**src/rtl/usr_shift_sequencer_pkg.sv**
```systemverilog
// Shared types for the universal shift register sequencer: command ops,
// register mode selects ({l,r} encoding) and sequencer FSM states.
package usr_pkg;

  typedef enum logic [1:0] {
    OP_LOAD = 2'd0,
    OP_SHU  = 2'd1,
    OP_SHD  = 2'd2,
    OP_ROT  = 2'd3
  } op_e;

  typedef enum logic [1:0] {
    MODE_HOLD = 2'b00,
    MODE_UP   = 2'b01,
    MODE_DOWN = 2'b10,
    MODE_LOAD = 2'b11
  } mode_e;

  typedef enum logic [1:0] {
    ST_IDLE,
    ST_LOAD,
    ST_SHIFT,
    ST_DONE
  } state_e;

endpackage

```
**src/rtl/usr_shift_sequencer_if.sv**
```systemverilog
// Command channel of the shift sequencer: valid/ready handshake plus the
// command fields captured on accept.
interface usr_shift_sequencer_if #(
  parameter int WIDTH = 8,
  parameter int AMT_W = $clog2(WIDTH)
) ();

  logic             cmd_valid;
  logic             cmd_ready;
  logic [1:0]       cmd_op;
  logic [AMT_W-1:0] cmd_amt;
  logic [WIDTH-1:0] cmd_data;
  logic             cmd_dir;

  modport master (
    output cmd_valid, cmd_op, cmd_amt, cmd_data, cmd_dir,
    input  cmd_ready
  );

  modport slave (
    input  cmd_valid, cmd_op, cmd_amt, cmd_data, cmd_dir,
    output cmd_ready
  );

endinterface

```
**src/rtl/usr_shift_sequencer_core.sv**
```systemverilog
// WIDTH-bit universal shift register (hold / up / down / load) with
// synchronous clear.
module usr_core
  import usr_pkg::*;
#(
  parameter int WIDTH = 8
) (
  input  logic             clk,
  input  logic             rst,
  input  mode_e            mode,
  input  logic             sin,
  input  logic [WIDTH-1:0] d,
  output logic [WIDTH-1:0] q
);

  always_ff @(posedge clk) begin
    if (rst) begin
      q <= '0;
    end else begin
      unique case (mode)
        MODE_LOAD: q <= d;
        MODE_DOWN: q <= {sin, q[WIDTH-1:1]};
        MODE_UP:   q <= {q[WIDTH-2:0], sin};
        default:   q <= q;
      endcase
    end
  end

endmodule

```
**src/rtl/usr_shift_sequencer.sv**
```systemverilog
// Command sequencer for the universal shift register: FSM, shift counter and
// command latch. Define USR_SEQ_ROTATE_EN to enable the ROT op.
module usr_shift_sequencer
  import usr_pkg::*;
#(
  parameter int WIDTH = 8,
  parameter int AMT_W = $clog2(WIDTH)
) (
  input  logic                  clk,
  input  logic                  rst,
  usr_shift_sequencer_if.slave  cmd,
  input  logic                  si,
  output logic [WIDTH-1:0]      q,
  output logic                  so,
  output logic                  busy,
  output logic                  done,
  output logic                  err
);

  localparam logic [AMT_W:0] CNT_ONE  = (AMT_W+1)'(1);
  localparam logic [AMT_W:0] CNT_FULL = (AMT_W+1)'(WIDTH);

  state_e           state;
  op_e              op_q;
  logic             dir_q;
  logic [WIDTH-1:0] data_q;
  logic [AMT_W:0]   count;
  logic             accept;
  logic             move_up;
  mode_e            mode;
  logic             sin;
  logic [AMT_W:0]   start_count;

  assign cmd.cmd_ready = (state == ST_IDLE) && !rst;
  assign accept        = cmd.cmd_valid && cmd.cmd_ready;
  assign start_count   = (cmd.cmd_amt == '0) ? CNT_FULL : {1'b0, cmd.cmd_amt};

  always_comb begin
    move_up = (op_q == OP_SHU) || ((op_q == OP_ROT) && !dir_q);
  end

  always_comb begin
    mode = MODE_HOLD;
    case (state)
      ST_LOAD:  mode = MODE_LOAD;
      ST_SHIFT: mode = move_up ? MODE_UP : MODE_DOWN;
      default:  mode = MODE_HOLD;
    endcase
  end

  // Rotation feeds the outgoing bit straight back in at the other end
  always_comb begin
    sin = si;
`ifdef USR_SEQ_ROTATE_EN
    if (op_q == OP_ROT) begin
      sin = move_up ? q[WIDTH-1] : q[0];
    end
`endif
  end

  always_comb begin
    so = 1'b0;
    if (state == ST_SHIFT) begin
      so = move_up ? q[WIDTH-1] : q[0];
    end
  end

  always_ff @(posedge clk) begin
    if (rst) begin
      state  <= ST_IDLE;
      op_q   <= OP_LOAD;
      dir_q  <= 1'b0;
      data_q <= '0;
      count  <= '0;
      busy   <= 1'b0;
      done   <= 1'b0;
      err    <= 1'b0;
    end else begin
      done <= 1'b0;
      err  <= 1'b0;
      case (state)
        ST_IDLE: begin
          if (accept) begin
            op_q   <= op_e'(cmd.cmd_op);
            dir_q  <= cmd.cmd_dir;
            data_q <= cmd.cmd_data;
            busy   <= 1'b1;
            case (op_e'(cmd.cmd_op))
              OP_LOAD: state <= ST_LOAD;
              OP_ROT: begin
`ifdef USR_SEQ_ROTATE_EN
                state <= ST_SHIFT;
                count <= start_count;
`else
                // Unsupported op still completes, but flags itself as illegal
                state <= ST_DONE;
                done  <= 1'b1;
                err   <= 1'b1;
`endif
              end
              default: begin
                state <= ST_SHIFT;
                count <= start_count;
              end
            endcase
          end
        end
        ST_LOAD: begin
          state <= ST_DONE;
          done  <= 1'b1;
        end
        ST_SHIFT: begin
          count <= count - CNT_ONE;
          if (count == CNT_ONE) begin
            state <= ST_DONE;
            done  <= 1'b1;
          end
        end
        ST_DONE: begin
          state <= ST_IDLE;
          busy  <= 1'b0;
        end
        default: begin
          state <= ST_IDLE;
          busy  <= 1'b0;
        end
      endcase
    end
  end

  usr_core #(.WIDTH(WIDTH)) u_core (
    .clk  (clk),
    .rst  (rst),
    .mode (mode),
    .sin  (sin),
    .d    (data_q),
    .q    (q)
  );

endmodule

```
**src/flat_wrapper.sv**
```systemverilog
// flat-port wrapper written by rule: the top's interface ports become plain ports
module usr_shift_sequencer_flat import usr_pkg::*;
#(
  parameter int WIDTH = 8,
  parameter int AMT_W = $clog2(WIDTH)
)
  (clk, rst, si, q, so, busy, done, err, cmd_cmd_valid, cmd_cmd_op, cmd_cmd_amt, cmd_cmd_data, cmd_cmd_dir, cmd_cmd_ready);
  usr_shift_sequencer_if #(.WIDTH(WIDTH), .AMT_W(AMT_W)) cmd_i ();
  input  logic clk;
  input  logic rst;
  input  logic si;
  output logic [WIDTH-1:0] q;
  output logic so;
  output logic busy;
  output logic done;
  output logic err;
  input wire logic [$bits(cmd_i.cmd_valid)-1:0] cmd_cmd_valid;
  input wire logic [$bits(cmd_i.cmd_op)-1:0] cmd_cmd_op;
  input wire logic [$bits(cmd_i.cmd_amt)-1:0] cmd_cmd_amt;
  input wire logic [$bits(cmd_i.cmd_data)-1:0] cmd_cmd_data;
  input wire logic [$bits(cmd_i.cmd_dir)-1:0] cmd_cmd_dir;
  output wire logic [$bits(cmd_i.cmd_ready)-1:0] cmd_cmd_ready;
  assign cmd_i.cmd_valid = cmd_cmd_valid;
  assign cmd_i.cmd_op = cmd_cmd_op;
  assign cmd_i.cmd_amt = cmd_cmd_amt;
  assign cmd_i.cmd_data = cmd_cmd_data;
  assign cmd_i.cmd_dir = cmd_cmd_dir;
  assign cmd_cmd_ready = cmd_i.cmd_ready;
  usr_shift_sequencer #(.WIDTH(WIDTH), .AMT_W(AMT_W)) u_core (.clk(clk), .rst(rst), .cmd(cmd_i), .si(si), .q(q), .so(so), .busy(busy), .done(done), .err(err));
endmodule
```
**config.mk**
```make
export PLATFORM = sky130hd
export DESIGN_NAME = usr_shift_sequencer_flat
export DESIGN_NICKNAME = d
export VERILOG_FILES = /design/src/rtl/usr_shift_sequencer_pkg.sv /design/src/rtl/usr_shift_sequencer_if.sv /design/src/rtl/usr_shift_sequencer_core.sv /design/src/rtl/usr_shift_sequencer.sv /design/src/flat_wrapper.sv
export SDC_FILE = /design/constraint.sdc
export NUM_CORES = 1
export LEC_CHECK = 0
export ABC_AREA = 1
export BUFFER_PORTS_ARGS = -buffer_cell sky130_fd_sc_hd__buf_4
export CAP_MARGIN = 20
export CORE_MARGIN = 2
export CORE_UTILIZATION = 50
export DETAILED_ROUTE_END_ITERATION = 6
export GPL_ROUTABILITY_DRIVEN = 0
export HOLD_SLACK_MARGIN = 0.08
export PLACE_DENSITY = 0.73
export SYNTH_ARGS = -nofsm -noshare
export SYNTH_HDL_FRONTEND = slang
export SYNTH_HIERARCHICAL = 1
export SYNTH_SLANG_ARGS = --single-unit
```
**constraint.sdc**
```tcl
create_clock -name clk -period 3.3 [get_ports clk]
set_clock_uncertainty 0.2 [all_clocks]
set_input_delay 0.66 -clock clk [delete_from_list [all_inputs] [get_ports clk]]
set_output_delay 0.66 -clock clk [all_outputs]
set_load 0.02 [all_outputs]
```
# Word-level counts from Yosys, hierarchy flattened

Index checks and enable logic that the tools add are counted.

Add/sub/neg operators: 1
Eq/ne operators: 13
Mux-type cells: 19
Bitwise gates (word level): 1
Reduce and logical (&&, ||, !) cells: 18

Operators with widths:

| cell                  | count |
|---|---|
| $pmux W8 S3           | 1 |
| $eq A2 B2 Y1 const B  | 6 |
| $mux W4               | 3 |
| $pmux W2 S2           | 2 |
| $pmux W2 S4           | 1 |
| $pmux W4 S2           | 1 |
| $eq A2 B1 Y1 const B  | 3 |
| $mux W1               | 6 |
| $mux W2               | 3 |
| $reduce_and A2 Y1     | 3 |
| $eq A4 B1 Y1 const B  | 1 |
| $logic_not A2 Y1      | 2 |
| $ne A2 B2 Y1 const B  | 2 |
| $reduce_bool A2 Y1    | 2 |
| $reduce_or A2 Y1      | 2 |
| $sub A4 B1 Y4 const B | 1 |
| $logic_and A1 B1 Y1   | 3 |
| $logic_not A3 Y1      | 1 |
| $pmux W1 S3           | 1 |
| $reduce_and A3 Y1     | 1 |
| $reduce_bool A3 Y1    | 1 |
| $logic_not A1 Y1      | 2 |
| $ne A2 B1 Y1 const B  | 1 |
| $pmux W1 S2           | 1 |
| 2 further kinds       | 2 |

Register bits: 28
Input bits: 18
Output and inout bits: 13
Word-level logic and storage cells: 61

# Depth between registers and ports, before layout

Depth in word-level cells: 7
Mapped depth: 12
Mapped depth without buffers: 10

# Cells and area by module

The synthesis kept the hierarchy.

By module, submodules not included:

| module              | times used | cells each | area each (µm²) | seq. area each (µm²) |
|---|---|---|---|---|
| usr_shift_sequencer | 1          | 153        | 1074.8          | 400.4 |
| usr_core            | 1          | 75         | 509.2           | 160.2 |

# Least setup slack after synthesis

No wires, ideal clock.

Path type: register -> register
From: register u_core.state[0]
To: register u_core.u_core.q[0]
Setup time: 122 ps
Arrival time: 1863 ps
Data required time: 2978 ps
Path slack: 1115 ps
Cell stages (with the launch flop): 12
Path buffers: 2
Period minus slack after synthesis: 2185 ps
Path through: dfxtp_1 -> inv_1 -> ha_1 -> buf_4 -> nand3_1 -> a21oi_1 -> inv_1 -> ha_1 -> buf_6 -> or2_1 -> nand2_1 -> a21oi_2

Cells in the longest elaborated chain, start to end: 4
Elaborated cells on any way between the ends: 8
Classes of those cells: eq/ne: 5; mux: 2; reduce/logical: 1

RTL lines:

| element                                           | RTL line                       | source |
|---|---|---|
| start, declared                                   | usr_shift_sequencer.sv:23      | `state_e state;` |
| start signal, assigned                            | usr_shift_sequencer.sv:70      | `state <= ST_IDLE;` |
| start signal, assigned                            | usr_shift_sequencer.sv:89      | `OP_LOAD: state <= ST_LOAD;` |
| start signal, assigned                            | usr_shift_sequencer.sv:96      | `state <= ST_DONE;` |
| $eq A2 B2 Y1 or $eq A2 B1 Y1 (tied branches)      | usr_shift_sequencer.sv:44      | `case (state)` |
| $pmux W2 S2 *                                     | usr_shift_sequencer.sv:44      |  |
| via u_core.mode[0]                                | usr_shift_sequencer.sv:30      | `mode_e mode;` |
| $eq A2 B1 Y1 or $eq A2 B2 Y1 (tied branches)      | usr_shift_sequencer_core.sv:20 | `unique case (mode)` |
| $pmux W8 S3 or $reduce_bool A3 Y1 (tied branches) | -                              |  |
| end signal, assigned                              | usr_shift_sequencer_core.sv:22 | `MODE_DOWN: q <= {sin, q[WIDTH-1:1]};` |
| end signal, assigned                              | usr_shift_sequencer_core.sv:23 | `MODE_UP: q <= {q[WIDTH-2:0], sin};` |
| end signal, assigned                              | usr_shift_sequencer_core.sv:24 | `default: q <= q;` |
| end, declared                                     | usr_shift_sequencer_core.sv:13 | `output logic [WIDTH-1:0] q` |

The timed path passes the listed nets; every way through them passes the cells marked *.
A chain may end at the register's enable or synchronous reset.

# Final worst setup path

From: register u_core.state[0]
To: output port so

Cells in the longest elaborated chain, start to end: 2

RTL lines:

| element       | RTL line                  | source |
|---|---|---|
| $eq A2 B2 Y1  | usr_shift_sequencer.sv:63 | `if (state == ST_SHIFT) begin` |
| $mux W1       | usr_shift_sequencer.sv:63 |  |
| end, declared | flat_wrapper.sv:13        | `output logic so;` |

Every way passes these cells.

==> summary.txt <==
Placed design
  • Final HPWL DP: 2.28 mm
  • Port Buffer Count: 30

Detailed routing
  • DR vias: 1431
  • Final ANT Viol Nets: 0
  • Avg WL per Cell: 10.2 um
  • Routed Wire Length: 3.04 mm
  • Detailed-route vias per instance: 4.82
  • Initial DRT Pass Iterations: 6
  • DRC viols: 0
  • Initial drt markers: 79

Setup path
  • Critical path's slowest cell: ha_1
  • CP max stage delay: 390 ps
  • Crit start category: flop
  • Crit path kind: reg2out
  • Worst path cell trace: inv_1 > ha_1 > nand3_1 > o21ai_0 > buf_4
  • Critical Path Source: u_core/state[0]
  • CP max FO: 11
  • Critical R2R Launch: u_core/state[0]
  • Setup crit end kind: primary output
  • Delay-heaviest family, CP: adder cells
  • Critical Path RT: 2440 ps
  • Buffers & Inverters on Critical Path: 2
  • Worst EP arrival: 1740 ps

GRT
  • GRT Util Overall: 18.9%
  • Largest net degree at the start of global routing: 19
  • Vias in the first global route: 1191
  • Overflow after GRT: 0
  • First-pass GRT wire length: 5.29 mm
  • Initial antenna violation count: 0

Synthesis
  • Top-area cell type share of the netlist area: 35.4%
  • Synth Area in Compound Gates: 11.0%
  • Post-synthesis mux area share: 0%
  • Simple-Gate Fraction of Synth Area: 34.4%
  • Cells after synthesis: 228
  • Seq/Total Area, Yosys: 35.4%
  • YS warnings: 6
  • Syn avg cell area: 6.95 sq um
  • Cell accounting for the most synthesized area: dfxtp_1
  • Cell variety after synth: 21
  • Ranking of synthesized cells by area: dfxtp_1, nand2_1, nand3_1
  • Synth Area in Adders: 9.48%
  • Post-Syn Nets: 258
  • Post-Syn Area: 0.00158 sq mm
  • Largest family of logic cells by synthesized area: simple AND/OR/NAND/NOR gates
  • Post-Synth XOR/XNOR Area: 0%
  • #FFs+latches synth: 28

Floorplanning
  • Die area: 0.00363 sq mm
  • Core Region: 0.00303 sq mm
  • Die width: 60.3 um
  • I/O Pins: 31
  • Die H: 60.3 um
  • Starting Density: 52.3%
  • Rows: 20

STA
  • Count of final setup violators: 0
  • Actual slew at the worst max-slew pin: 436 ps
  • Slew margin rel.: 70.9%
  • Setup tns final: 0 ps
  • Final Cycle Share: 78.8%
  • Final Hold Viols: 0
  • RSZ-0062 raised after global routing: false
  • Final Max Tran Viols: 0
  • Tmin final: 2600 ps
  • Max Freq: 385 MHz

Clock network
  • Clk slew on worst S/H paths: 150 ps
  • H-Tree Depth: 1
  • Cts bufs inserted: 3
  • # resized after CTS: 0
  • Post-CTS setup buffer count: 0
  • Worst-case clock buffer depth: 2
  • Clock sinks: 28
  • Root buffer cell: clkbuf_4
  • Hold_buf cts: 0
  • CTS tree: yes
  • Clock Latency Late Sink: 330 ps

Pwr
  • Cell Pwr Density: 868 mW/mm^2
  • Peak VDD IR: 0.000303 V
  • LEAKAGE: 0.884 nW
  • Total Power: 0.00160 W

Finish
  • Layout Nets: 284
  • Layout cell share with drive strength beyond 1: 17.8%
  • Area grow syn2layout: 16.7%
  • Inserted Diodes: 0

Status
  • Status: finished, final reports clean

Run
  • Max Cap Viol: 0

Worst hold path
  • Hold path start: u_core/data_q[7]
  • Hold Path Class: reg2reg
-- where the power goes --
part | internal [W] | total (W) | switching, W
Sequential | 0.000438 | 0.000513 | 0.0000746
Combinational | 0.000340 | 0.000866 | 0.000526
Clock | 0.000123 | 0.000225 | 0.000102
-- state kept, by name, indices dropped and copies added (netlist names) --
signal           flops
u_core/busy          1
u_core/state         2
u_core/data_q        8
u_core/count         4
u_core/dir_q         1
u_core/done          1
u_core/u_core/q      8
u_core/err           1
u_core/op_q          2
-- cell families (layout without fill, tap and decap cells) --
kind of cell,after synthesis,after routing
buffers and inverters,32,57
adders and majority gates,12,12
and+or+nand+nor,124,124
DFF,28,28
AOI/OAI and AO/OA,32,32
-- area by class of cell --
cell class | count | area (sq um)
inverter | 23 | 86.3
clock inverter | 1 | 30.0
tap | 44 | 55.1
sequential | 28 | 561
multi-input combinational | 168 | 868
clock buffer | 3 | 22.5
timing repair buffer | 30 | 225
fill | 295 | 1180
-- layer usage --
| layer | up-vias | wire length [um] | global-route usage [%] |
|---|---|---|---|
| li1 | 785 | - | - |
| met1 | 620 | 1660 | 30.0 |
| met2 | 24 | 1250 | 25.8 |
| met3 | 2 | 105 | 2.60 |
| met4 | 0 | 21 | 6.03 |
| met5 | - | 0 | 0 |
-- placed cells by master, fill, tap and decap left out --
master     synthesis  final
nor2_2             2      2
o21ai_2            1      1
nand2_1           59     59
or2_1              6      6
a21oi_2            2      2
nor2_1            16     16
a21oi_1           10     10
nand4_1            2      2
buf_4              2     30
bufinv_16          0      1
dfxtp_1           28     28
a22oi_1            1      1
o21ai_1            1      1
o21ai_0           17     17
or2_2              3      3
nand3_1           35     35
inv_1             21     21
inv_2              2      2
clkbuf_4           0      3
ha_1              12     12
nand2_2            1      1
-- path summary, 6_finish.rpt --
check	to	slack [ps]	depth (start not counted)
min reg2reg	u_core/data_q[7]	270	2
max reg2reg	u_core/u_core/q[7]	770	9
max	so	700	5
min	u_core/data_q[7]	270	2
-- cells in the mapped netlist --
cell / number
nand2_1: 59
nand3_1: 35
dfxtp_1: 28
inv_1: 21
o21ai_0: 17
nor2_1: 16
ha_1: 12
a21oi_1: 10
or2_1: 6
buf_2: 4
buf_6: 3
or2_2: 3
a21oi_2: 2
buf_4: 2
inv_2: 2
nand4_1: 2
nor2_2: 2
a22oi_1: 1
nand2_2: 1
o21ai_1: 1
o21ai_2: 1
-- worst register-to-register path: cells and delay by family (launching register included) --
| family | cells | cell delay (ps) |
|---|---|---|
| fa+ha+maj | 2 | 860 |
| simple gates | 3 | 580 |
| flops | 1 | 360 |
| compound gates | 2 | 240 |
| buf+inv | 2 | 220 |
-- through the flow --
stage | hold slack, ps | cells | worst slack, ps | utilization [%] | cell area [sq um]
after floorplan | 237 | 228 | 1120 | - | 1580
after global placement | 253 | 293 | 875 | 59.3 | 1800
after detailed placement | 254 | 293 | 792 | 59.3 | 1800
after CTS | 274 | 297 | 666 | 61.0 | 1850
after global routing | 307 | 297 | 506 | 61.0 | 1850
final | 270 | 297 | 701 | 61.0 | 1850
Note: power is estimated with default switching activity, not from simulation.
